[src/rtl/fir_serial_mac_ctrl.sv]
// Streaming 8-tap FIR controller: one shared multiply-accumulate walks the taps,
// one per cycle, between a valid/ready sample source and a valid/ready result sink.
//
// state  | meaning
// -------+-----------------------------------------------------------
// IDLE   | waiting for a sample; coefficient writes are accepted here
// MAC    | accumulating tap[idx]*coeff[idx], exactly TAPS cycles
// OUT    | result held on out_data until the sink takes it
module fir_serial_mac_ctrl #(
    parameter int DATA_W  = 8,
    parameter int COEFF_W = 8,
    parameter int TAPS    = 8,
    parameter int OUT_W   = 16,
    parameter int IDX_W   = $clog2(TAPS)
) (
    input  logic               clk,
    input  logic               rst_n,
    input  logic               in_valid,
    output logic               in_ready,
    input  logic [DATA_W-1:0]  in_data,
    input  logic               cfg_we,
    input  logic [IDX_W-1:0]   cfg_addr,
    input  logic [COEFF_W-1:0] cfg_data,
    output logic               out_valid,
    input  logic               out_ready,
    output logic [OUT_W-1:0]   out_data,
    output logic               busy
);
    localparam int PROD_W = DATA_W + COEFF_W;
    localparam int ACC_W  = PROD_W + IDX_W;

    localparam logic [1:0] S_IDLE = 2'd0;
    localparam logic [1:0] S_MAC  = 2'd1;
    localparam logic [1:0] S_OUT  = 2'd2;

    logic [1:0]         state;
    logic [DATA_W-1:0]  tap   [TAPS];
    logic [COEFF_W-1:0] coeff [TAPS];
    logic [ACC_W-1:0]   acc;
    logic [ACC_W-1:0]   acc_sum;
    logic [PROD_W-1:0]  prod;
    logic [IDX_W-1:0]   idx;
    logic               accept;
    logic               last_tap;
    logic               cfg_wr_en;

    assign in_ready  = (state == S_IDLE);
    assign busy      = (state == S_MAC) || (state == S_OUT);
    assign out_valid = (state == S_OUT);
    assign accept    = in_valid && in_ready;
    assign last_tap  = (idx == IDX_W'(TAPS - 1));
    assign cfg_wr_en = cfg_we && (state == S_IDLE);

    assign prod    = PROD_W'(tap[idx]) * PROD_W'(coeff[idx]);
    assign acc_sum = acc + ACC_W'(prod);

    // Coefficient bank; writes outside IDLE are dropped so a running MAC never sees a change.
    always_ff @(posedge clk or negedge rst_n) begin
        if (!rst_n) begin
            for (int k = 0; k < TAPS; k++) begin
                coeff[k] <= COEFF_W'(k + 1);
            end
        end else if (cfg_wr_en) begin
            for (int k = 0; k < TAPS; k++) begin
                if (cfg_addr == IDX_W'(k)) begin
                    coeff[k] <= cfg_data;
                end
            end
        end
    end

    always_ff @(posedge clk or negedge rst_n) begin
        if (!rst_n) begin
            for (int k = 0; k < TAPS; k++) begin
                tap[k] <= '0;
            end
        end else if (accept) begin
            tap[0] <= in_data;
            for (int k = 1; k < TAPS; k++) begin
                tap[k] <= tap[k-1];
            end
        end
    end

    always_ff @(posedge clk or negedge rst_n) begin
        if (!rst_n) begin
            state    <= S_IDLE;
            acc      <= '0;
            idx      <= '0;
            out_data <= '0;
        end else begin
            case (state)
                S_IDLE: begin
                    if (accept) begin
                        acc   <= '0;
                        idx   <= '0;
                        state <= S_MAC;
                    end
                end
                S_MAC: begin
                    acc <= acc_sum;
                    idx <= idx + IDX_W'(1);
                    if (last_tap) begin
                        out_data <= acc_sum[OUT_W-1:0];
                        state    <= S_OUT;
                    end
                end
                S_OUT: begin
                    if (out_ready) begin
                        state <= S_IDLE;
                    end
                end
                default: state <= S_IDLE;
            endcase
        end
    end
endmodule

[config.mk]
export PLATFORM = sky130hd
export DESIGN_NAME = fir_serial_mac_ctrl
export DESIGN_NICKNAME = d
export VERILOG_FILES = /design/src/rtl/fir_serial_mac_ctrl.sv
export SDC_FILE = /design/constraint.sdc
export NUM_CORES = 1
export LEC_CHECK = 0
export ABC_AREA = 1
export ABC_CLOCK_PERIOD_IN_PS = 12400
export CAP_MARGIN = 20
export CORE_ASPECT_RATIO = 0.6
export CORE_MARGIN = 5
export CORE_UTILIZATION = 40
export CTS_BUF_LIST = sky130_fd_sc_hd__clkbuf_8
export DETAILED_ROUTE_END_ITERATION = 8
export PLACE_DENSITY = 0.62
export SLEW_MARGIN = 20
export SYNTH_ARGS = -nofsm -noshare
export SYNTH_HDL_FRONTEND = slang
export SYNTH_SLANG_ARGS = --single-unit
[constraint.sdc]
create_clock -name clk -period 12.4 [get_ports clk]
set_input_delay 2.48 -clock clk [delete_from_list [all_inputs] [get_ports clk]]
set_output_delay 2.48 -clock clk [all_outputs]
set_load 0.005 [all_outputs]
### After elaboration in Yosys (flattened, before gate mapping)

Cells that the tools add are included.

| operators by class | value |
|---|---|
| mux-type cells | 14 |
| reduce and logical (&&, ||, !) cells | 17 |
| $lt $le $gt $ge | 1 |
| add/subtract/negate cells | 2 |
| bitwise logic cells | 1 |
| multiply operators | 1 |
| equality and inequality tests | 13 |

Operators by type and width:

| kind | number |
|---|---|
| $bmux 8 s3 | 2 |
| $pmux 19 s2 | 1 |
| $mux 8 | 4 |
| $reduce_and 2->1 | 10 |
| $add 19x16->19 | 1 |
| $mux 19 | 1 |
| $mul 8x8->16 | 1 |
| $eq 3x3->1 const B | 5 |
| $eq 3x2->1 const B | 2 |
| $mux 2 | 3 |
| $pmux 2 s3 | 1 |
| $pmux 3 s2 | 1 |
| $ge 4x4->1 const B | 1 |
| $ne 2x1->1 const B | 2 |
| $not 3->4 | 1 |
| $add 3x1->3 const B | 1 |
| $eq 3x1->1 const B | 1 |
| $logic_not 3->1 | 1 |
| $mux 3 | 1 |
| $reduce_and 3->1 | 1 |
| $eq 2x1->1 const B | 1 |
| $eq 2x2->1 const B | 1 |
| $logic_and 1x1->1 | 2 |
| $logic_not 2->1 | 1 |
| 3 further kinds | 3 |

| storage, ports and cells | value |
|---|---|
| bits of input ports | 24 |
| word-level logic and storage cells | 69 |
| register bits | 168 |
| output and inout bits | 19 |

### Longest topological paths before layout

Gate-level depths: netlist (run 1).

| depth | value |
|---|---|
| word-level depth | 7 |
| depth in mapped cells | 30 |
| depth with buffers taken out | 27 |

### Least setup slack after synthesis (run 1)

No wires, ideal clock.

| path | value |
|---|---|
| kind | reg2reg |
| from | register idx[0] |
| to | register acc[12] |
| data arrival time | 4.398 ns |
| period minus slack after synthesis | 4.531 ns |
| data required time | 12.267 ns |
| stages on the path, launching flop included | 24 |
| slack | 7.869 ns |
| setup time | 0.133 ns |
| path buffers | 3 |
| cell sequence | dfrtp_1 > buf_6 > inv_4 > buf_6 > buf_6 > nor2_1 > o21ai_0 > inv_1 > o21ai_2 > inv_2 > nor2_1 > fa_1 > fa_1 > inv_1 > fa_1 > fa_1 > inv_1 > ha_1 > nand2_1 > inv_1 > a21oi_1 > nand4_1 > nand3_1 > o21ai_0 |

| between the ends | value |
|---|---|
| longest elaborated chain between the ends | 7 |
| elaborated cells on any way between the ends | 10 |
| those cells by class | add/sub: 1; mul: 1; mux: 7; bitwise: 1 |

RTL lines:

| what | line | RTL |
|---|---|---|
| start: declaration | 42 | `logic [IDX_W-1:0] idx;` |
| start signal: assignment | 102 | `idx <= idx + IDX_W'(1);` |
| $not 3->4 (not written as such) (*) | 54 | `assign prod = PROD_W'(tap[idx]) * PROD_W'(coeff[idx]);` |
| $bmux 8 s3 | 54 |  |
| $mux 8 (not written as such) (2 in a row) | 54 |  |
| $mul 8x8->16 (*) | 54 |  |
| $add 19x16->19 (*) | 55 | `assign acc_sum = acc + ACC_W'(prod);` |
| $pmux 19 s2 (*) | 92 | `case (state)` |
| end signal: assignment | 101 | `acc <= acc_sum;` |
| end: declaration | 39 | `logic [ACC_W-1:0] acc;` |

Mark *: on every way between the ends. The rest lies on a longest branch, timed or not. The select of a mux whose other input is x is not followed.
A chain may end at the register's enable or synchronous reset.

### Worst setup path in the final report (run 1)

Same ends and word-level chain as after synthesis.

==> run_results.csv, run 1 <==
group,metric,value,unit
outcome,run_status,"complete, no violations",
cts,cts_buffers,17,
placed_design,dp.cells,1583,
die,placementRows,44,
logic_synthesis,synthMuxAreaShare,0,
critical_path,critPathTopFamily,"adder cells",
sta,fin_tns_setup,0,ns
sta,period_share,0.466,
sta,whs,0.487,ns
global_routing,antenna_found_initial,0,
routing,dr.pass1.iters,5,
critical_path,worstPathCellList,"buf_4 -> inv_4 -> a21oi_1 -> o21ai_0 -> nand2_1 -> inv_1 -> o21ai_2 -> inv_2 -> nor2_1 -> fa_1 -> fa_1 -> inv_1 -> fa_1 -> fa_1 -> inv_1 -> ha_1 -> nand2_1 -> nor2_1 -> nand3_1 -> nand3_1 -> nand2_1 -> nand3_1 -> o21ai_0",
finish,drive_above_1_share,0.0735,
critical_path,cp_common_cell,"fa_1",
routing,vias_per_cell,4.93,
global_routing,grt_max_degree,102,
routing,ant_nets,0,
global_routing,track_usage,0.184,
finish,antenna_cells,0,
sta,relSlewSlack,0.355,
finish,area_delta_synth_final,11.1,%
die,initial_core_util,0.410,
logic_synthesis,synth_xor_area_frac,0.00786,
die,io_pins,43,
routing,routed_wl,25100,um
critical_path,start_kind,"flip-flop",
die,dieArea,0.0285,mm2
logic_synthesis,yosysUniqueCellTypes,29,
logic_synthesis,syn_inst,1258,
logic_synthesis,synthAdderAreaFrac,0.150,
logic_synthesis,synth_top_area_cell,"dfrtp_1",
cts,htreeDepth,4,
logic_synthesis,yosysWarnings,0,
critical_path,crit_fanout,66,
critical_path,crit_required,12.76,ns
cts,cts_setup_buffers,0,
routing,wire_per_inst,15.6,um
min_path,holdCritPathClass,"flip-flop to flip-flop",
logic_synthesis,ys_seq_elements,165,
logic_synthesis,synth-compound-area-share,0.155,
finish,fill_cells,2433,
global_routing,grt_pass1_vias,7883,
placed_design,gp_congestion,0.981,
critical_path,end_kind,"flip-flop",
cts,clk_pin_slew,0.09,ns
sta,timing.fmax,173,MHz
cts,cts_sinks,165,
routing,vias,7965,
routing,drt-initial-drc-count,582,
sta,finalSetupViolations,0,
sta,finalHoldViolations,0,
die,fp.dieH,133,um
cts,clock_latency,0.48,ns
routing,route.detailed.drc,0,
sta,rsz0062_at_grt,"false",
critical_path,cp_slowest_stage_delay,0.55,ns
finish,fin_cells,1615,
logic_synthesis,synthSimpleGateAreaFrac,0.163,
placed_design,portBuffers,42,
finish,fin_nets,1394,
global_routing,grt_overflow,0,
run,drv_cap,0,
die,fp.dieW,214,um
logic_synthesis,synth_top_family_by_area,"simple AND/OR/NAND/NOR gates",
cts,hold_buffers,0,
critical_path,cp_num_buf_inv,6,
logic_synthesis,netlist_area,0.0100,mm2
cts,post_cts_resize_count,0,
logic_synthesis,synth_area_leaders,"dfrtp_1 38%, nand2_1 11%, o21ai_0 10%",
sta,skew,0.0130,ns
placed_design,hpwlAfterDp,17800,um
global_routing,grt_pass1_wl,42300,um
critical_path,critPathSlowestCell,"fa_1",
sta,slew_violations,0,
sta,timing.final.crit_period,5.78,ns
cts,cts_tree,"built",
logic_synthesis,synth_nets,1372,
cts,cts_max_path_buffers,2,
logic_synthesis,synth_top_area_frac,0.379,
logic_synthesis,syn_area_per_cell,7.98,um2
sta,tightest_slew,0.967,ns
critical_path,cp.arrival,6.14,ns
critical_path,path_class,"flip-flop to flip-flop",
logic_synthesis,ys_seq_area_frac,0.413,
cts,cts_root_buffer,"clkbuf_8",
die,core_area,0.0244,mm2
==> per-stage QoR <==
step	setup WS, ns	util	cell area (um2)
finish	6.62	0.456	11100
floorplan	7.87	-	10000
global route	6.19	0.456	11100
detailed placement	6.68	0.438	10700
global placement	6.74	0.438	10700
CTS	6.67	0.456	11100
==> tightest hold or removal path, stage by stage (launching register included) <==
cell and delay [ns]:
dfrtp_1 0.35, nand2_1 0.05, o21ai_0 0.06
==> synth_stat cells <==
cell      count
a21oi_1      31
a21oi_2       8
and2_1        2
buf_1         2
buf_2         8
buf_4         4
buf_6         4
clkbuf_1     30
clkinv_1      1
dfrtp_1     152
dfstp_2      13
fa_1         50
ha_1         40
inv_1       217
inv_2        15
inv_4         1
nand2_1     301
nand2_2       2
nand3_1      22
nand3b_1      1
nand4_1       3
nor2_1       91
o21ai_0     204
o21ai_1      15
o21ai_2      14
o221ai_1      1
o22ai_1      17
xnor2_1       7
xor2_1        2
==> path summary, 6_finish.rpt <==
kind                            from        end  slack, ns  cells past startpoint
max                           idx[0]    acc[12]       6.62                     23
min                        coeff[50]  coeff[50]       0.49                      2
max reg2reg                   idx[0]    acc[12]       6.62                     23
min reg2reg                coeff[50]  coeff[50]       0.49                      2
max in group asynchronous      rst_n     idx[0]       8.78                      2
min in group asynchronous      rst_n    tap[49]       2.09                      1
==> placed cells by master (no fill, tap or decap), types with 3 or more instances in the layout <==
cell / count
a21oi_1: 31
clkdlybuf4s50_1: 41
fa_1: 50
nand4_1: 3
o21ai_0: 204
o21ai_1: 15
nand2_2: 3
dfrtp_1: 151
clkbuf_8: 20
inv_1: 219
a21oi_2: 8
nand3_1: 22
o21ai_2: 14
nor2_1: 91
xnor2_1: 7
nand2_1: 300
inv_2: 15
ha_1: 40
o22ai_1: 17
dfstp_2: 13
buf_4: 9
bufinv_16: 4
==> sequential cells by signal, indices dropped and copies added (netlist names) <==
signal,cells
coeff,64
tap,64
acc,16
out_data,16
idx,3
state,2
==> area by class of cell <==
type | count | area (um2) | area share
Inverter | 234 | 881 | 0.0790
Clock inverter | 12 | 175 | 0.0157
Timing Repair Buffer | 51 | 489 | 0.0439
Sequential cell | 165 | 4150 | 0.372
Tap cell | 322 | 403 | 0.0362
Clock buffer | 20 | 275 | 0.0247
Multi-Input combinational cell | 811 | 4770 | 0.428
==> cell families after synthesis <==
family,after synthesis
AND/OR/NAND/NOR,422
AO/OA/AOI/OAI,290
buffers and inverters,282
flip-flops,165
adder cells (fa/ha/maj),90
XOR/XNOR,9
==> layer usage <==
layer,part of all wire,track usage,wire (um),up-vias
met5,0,0,0,-
met4,0.0088,0.0347,221,0
met3,0.061,0.0447,1530,18
met2,0.40,0.262,10100,185
met1,0.53,0.284,13200,3807
li1,-,-,-,3955
Power of run 1 is left out: the tool's default activity adds up to more than one toggle a clock period on the data nets, which glitch-free logic cannot reach.
==> run 2: changes to the inputs <==
ABC_CLOCK_PERIOD_IN_PS = 5900   (was 12400)
clock period = 5.9 ns   (was 12.4 ns; I/O delays follow)
==> run 2 against run 1 <==
Compared with the run above:
- count of clock-buffer cells in the layout fell by 1
- global-route usage fell by 0.13 points
- wire length fell by 1.7%
- via count fell by 0.46%
- final cell count rose by 0.37%
- setup slack got worse by 6.1 ns
- critical endpoint is now acc[13]
- maximum frequency rose by 6.8%
- first-iteration DRC count fell by 1.0%
==> run_results.csv, run 2 (synthesized netlist as in run 1, its figures left out) <==
group,metric,value,unit
sta,period_share,0.918,
cts,cts_max_path_buffers,2,
cts,htreeDepth,4,
finish,final_cell_mix,"300 x nand2_1, 223 x inv_1, 204 x o21ai_0",
critical_path,crit_fanout,32,
sta,timing.fmax,185,MHz
placed_design,dp.cells,1589,
critical_path,cp_slowest_stage_delay,0.61,ns
sta,tightest_slew,0.980,ns
sta,timing.final.crit_period,5.42,ns
die,fp.dieW,214,um
placed_design,hpwlAfterDp,18200,um
finish,stdcell_area,0.0111,mm2
die,dieArea,0.0285,mm2
cts,cts_setup_buffers,0,
routing,vias,7928,
critical_path,crit_required,6.27,ns
routing,drt-initial-drc-count,576,
cts,post_cts_resize_count,0,
cts,cts_root_buffer,"clkbuf_8",
die,placementRows,44,
placed_design,gp_congestion,0.958,
placed_design,dp_slack,0.610,ns
finish,fin_cells,1621,
routing,route.detailed.drc,0,
sta,fin_ws,0.484,ns
routing,ant_nets,0,
critical_path,critPathSlowestCell,"dfrtp_2",
die,io_pins,43,
global_routing,grt_overflow,0,
sta,fin_tns_setup,0,ns
sta,slew_violations,0,
cts,clk_pin_slew,0.09,ns
cts,hold_buffers,0,
critical_path,worstPathCellList,"inv_4 -> buf_12 -> a21oi_1 -> o21ai_0 -> nand2_1 -> inv_1 -> o21ai_2 -> inv_2 -> nor2_1 -> fa_1 -> fa_1 -> inv_1 -> fa_1 -> fa_1 -> inv_1 -> ha_1 -> nand2_1 -> nor2_1 -> nand3_1 -> nand3_1 -> nand2_1 -> nand3_1 -> o21ai_0",
sta,finalSetupViolations,0,
die,core_area,0.0244,mm2
sta,relSlewSlack,0.344,
cts,cts_buffers,17,
run,drv_cap,0,
finish,area_delta_synth_final,10.8,%
routing,routed_wl,24700,um
global_routing,grt_pass1_wl,41800,um
critical_path,start_kind,"flip-flop",
routing,wire_per_inst,15.2,um
sta,finalHoldViolations,0,
finish,final_common_cell,"nand2_1",
finish,antenna_cells,0,
min_path,holdCritPathClass,"flip-flop to flip-flop",
cts,clock_latency,0.50,ns
finish,drive_above_1_share,0.0747,
routing,dr.pass1.iters,5,
global_routing,track_usage,0.182,
outcome,run_status,"complete, no violations",
sta,rsz0062_at_grt,"false",
global_routing,antenna_found_initial,0,
critical_path,cp_common_cell,"fa_1",
global_routing,grt_max_degree,78,
placed_design,placed_cell_area,0.0108,mm2
placed_design,portBuffers,42,
critical_path,path_class,"flip-flop to flip-flop",
finish,largestRegisters,"coeff: 64 flops, tap: 64 flops",
critical_path,cp.arrival,5.78,ns
cts,cts_tree,"built",
cts,cts_sinks,165,
die,fp.dieH,133,um
finish,fin_nets,1400,
sta,skew,0.0222,ns
die,initial_core_util,0.410,
critical_path,end_kind,"flip-flop",
global_routing,grt_pass1_vias,7942,
routing,vias_per_cell,4.89,
-- run 2: cell types whose count changed in the layout (fill, tap and decap cells not counted), sizes merged --
cell      change
buf           +6
bufinv        -3
clkbuf        -1
clkinvlp      +3
inv           +3
clkinv        -2
-- run 2: final cells by class --
| cell class | instances | area, um2 |
|---|---|---|
| well taps | 322 | 403 |
| multi-input cells | 811 | 4770 |
| clock inverters | 13 | 96.3 |
| clock buffers | 19 | 262 |
| flip-flops and latches | 165 | 4150 |
| repair buffers | 57 | 559 |
| fillers | 2478 | 13300 |
| inverters | 234 | 881 |
-- run 2: final timing paths --
check	start	endpoint	slack, ns	cells after the start
worst max-delay path	idx[0]	acc[13]	0.48	23
worst min-delay path	out_data[15]	out_data[15]	0.49	2
worst max register to register	idx[0]	acc[13]	0.48	23
worst min register to register	out_data[15]	out_data[15]	0.49	2
max in group asynchronous	rst_n	coeff[49]	4.10	2
min in group asynchronous	rst_n	tap[40]	0.72	1
-- run 2: worst max-delay path: cells and delay by family (launching register included) --
kind	cells	cell delay (ns)
flops	1	0.61
simple gates	8	0.96
buf+inv	6	0.62
fa+ha+maj	5	2.43
compound gates	4	0.62
-- run 2: stage by stage --
step                       util  hold slack (ns)
after floorplan               -            0.448
after global placement    0.440            0.464
after detailed placement  0.440            0.465
after CTS                 0.455            0.488
after global routing      0.455            0.511
final                     0.455            0.485
-- run 2: metal layers --
| metal | up-vias | global-route usage | share of wire |
|---|---|---|---|
| met5 | - | 0 | 0 |
| met3 | 16 | 0.0573 | 0.070 |
| li1 | 3973 | - | - |
| met4 | 0 | 0.0433 | 0.011 |
| met2 | 197 | 0.250 | 0.39 |
| met1 | 3742 | 0.278 | 0.52 |
Power of run 2 is left out for the same reason.
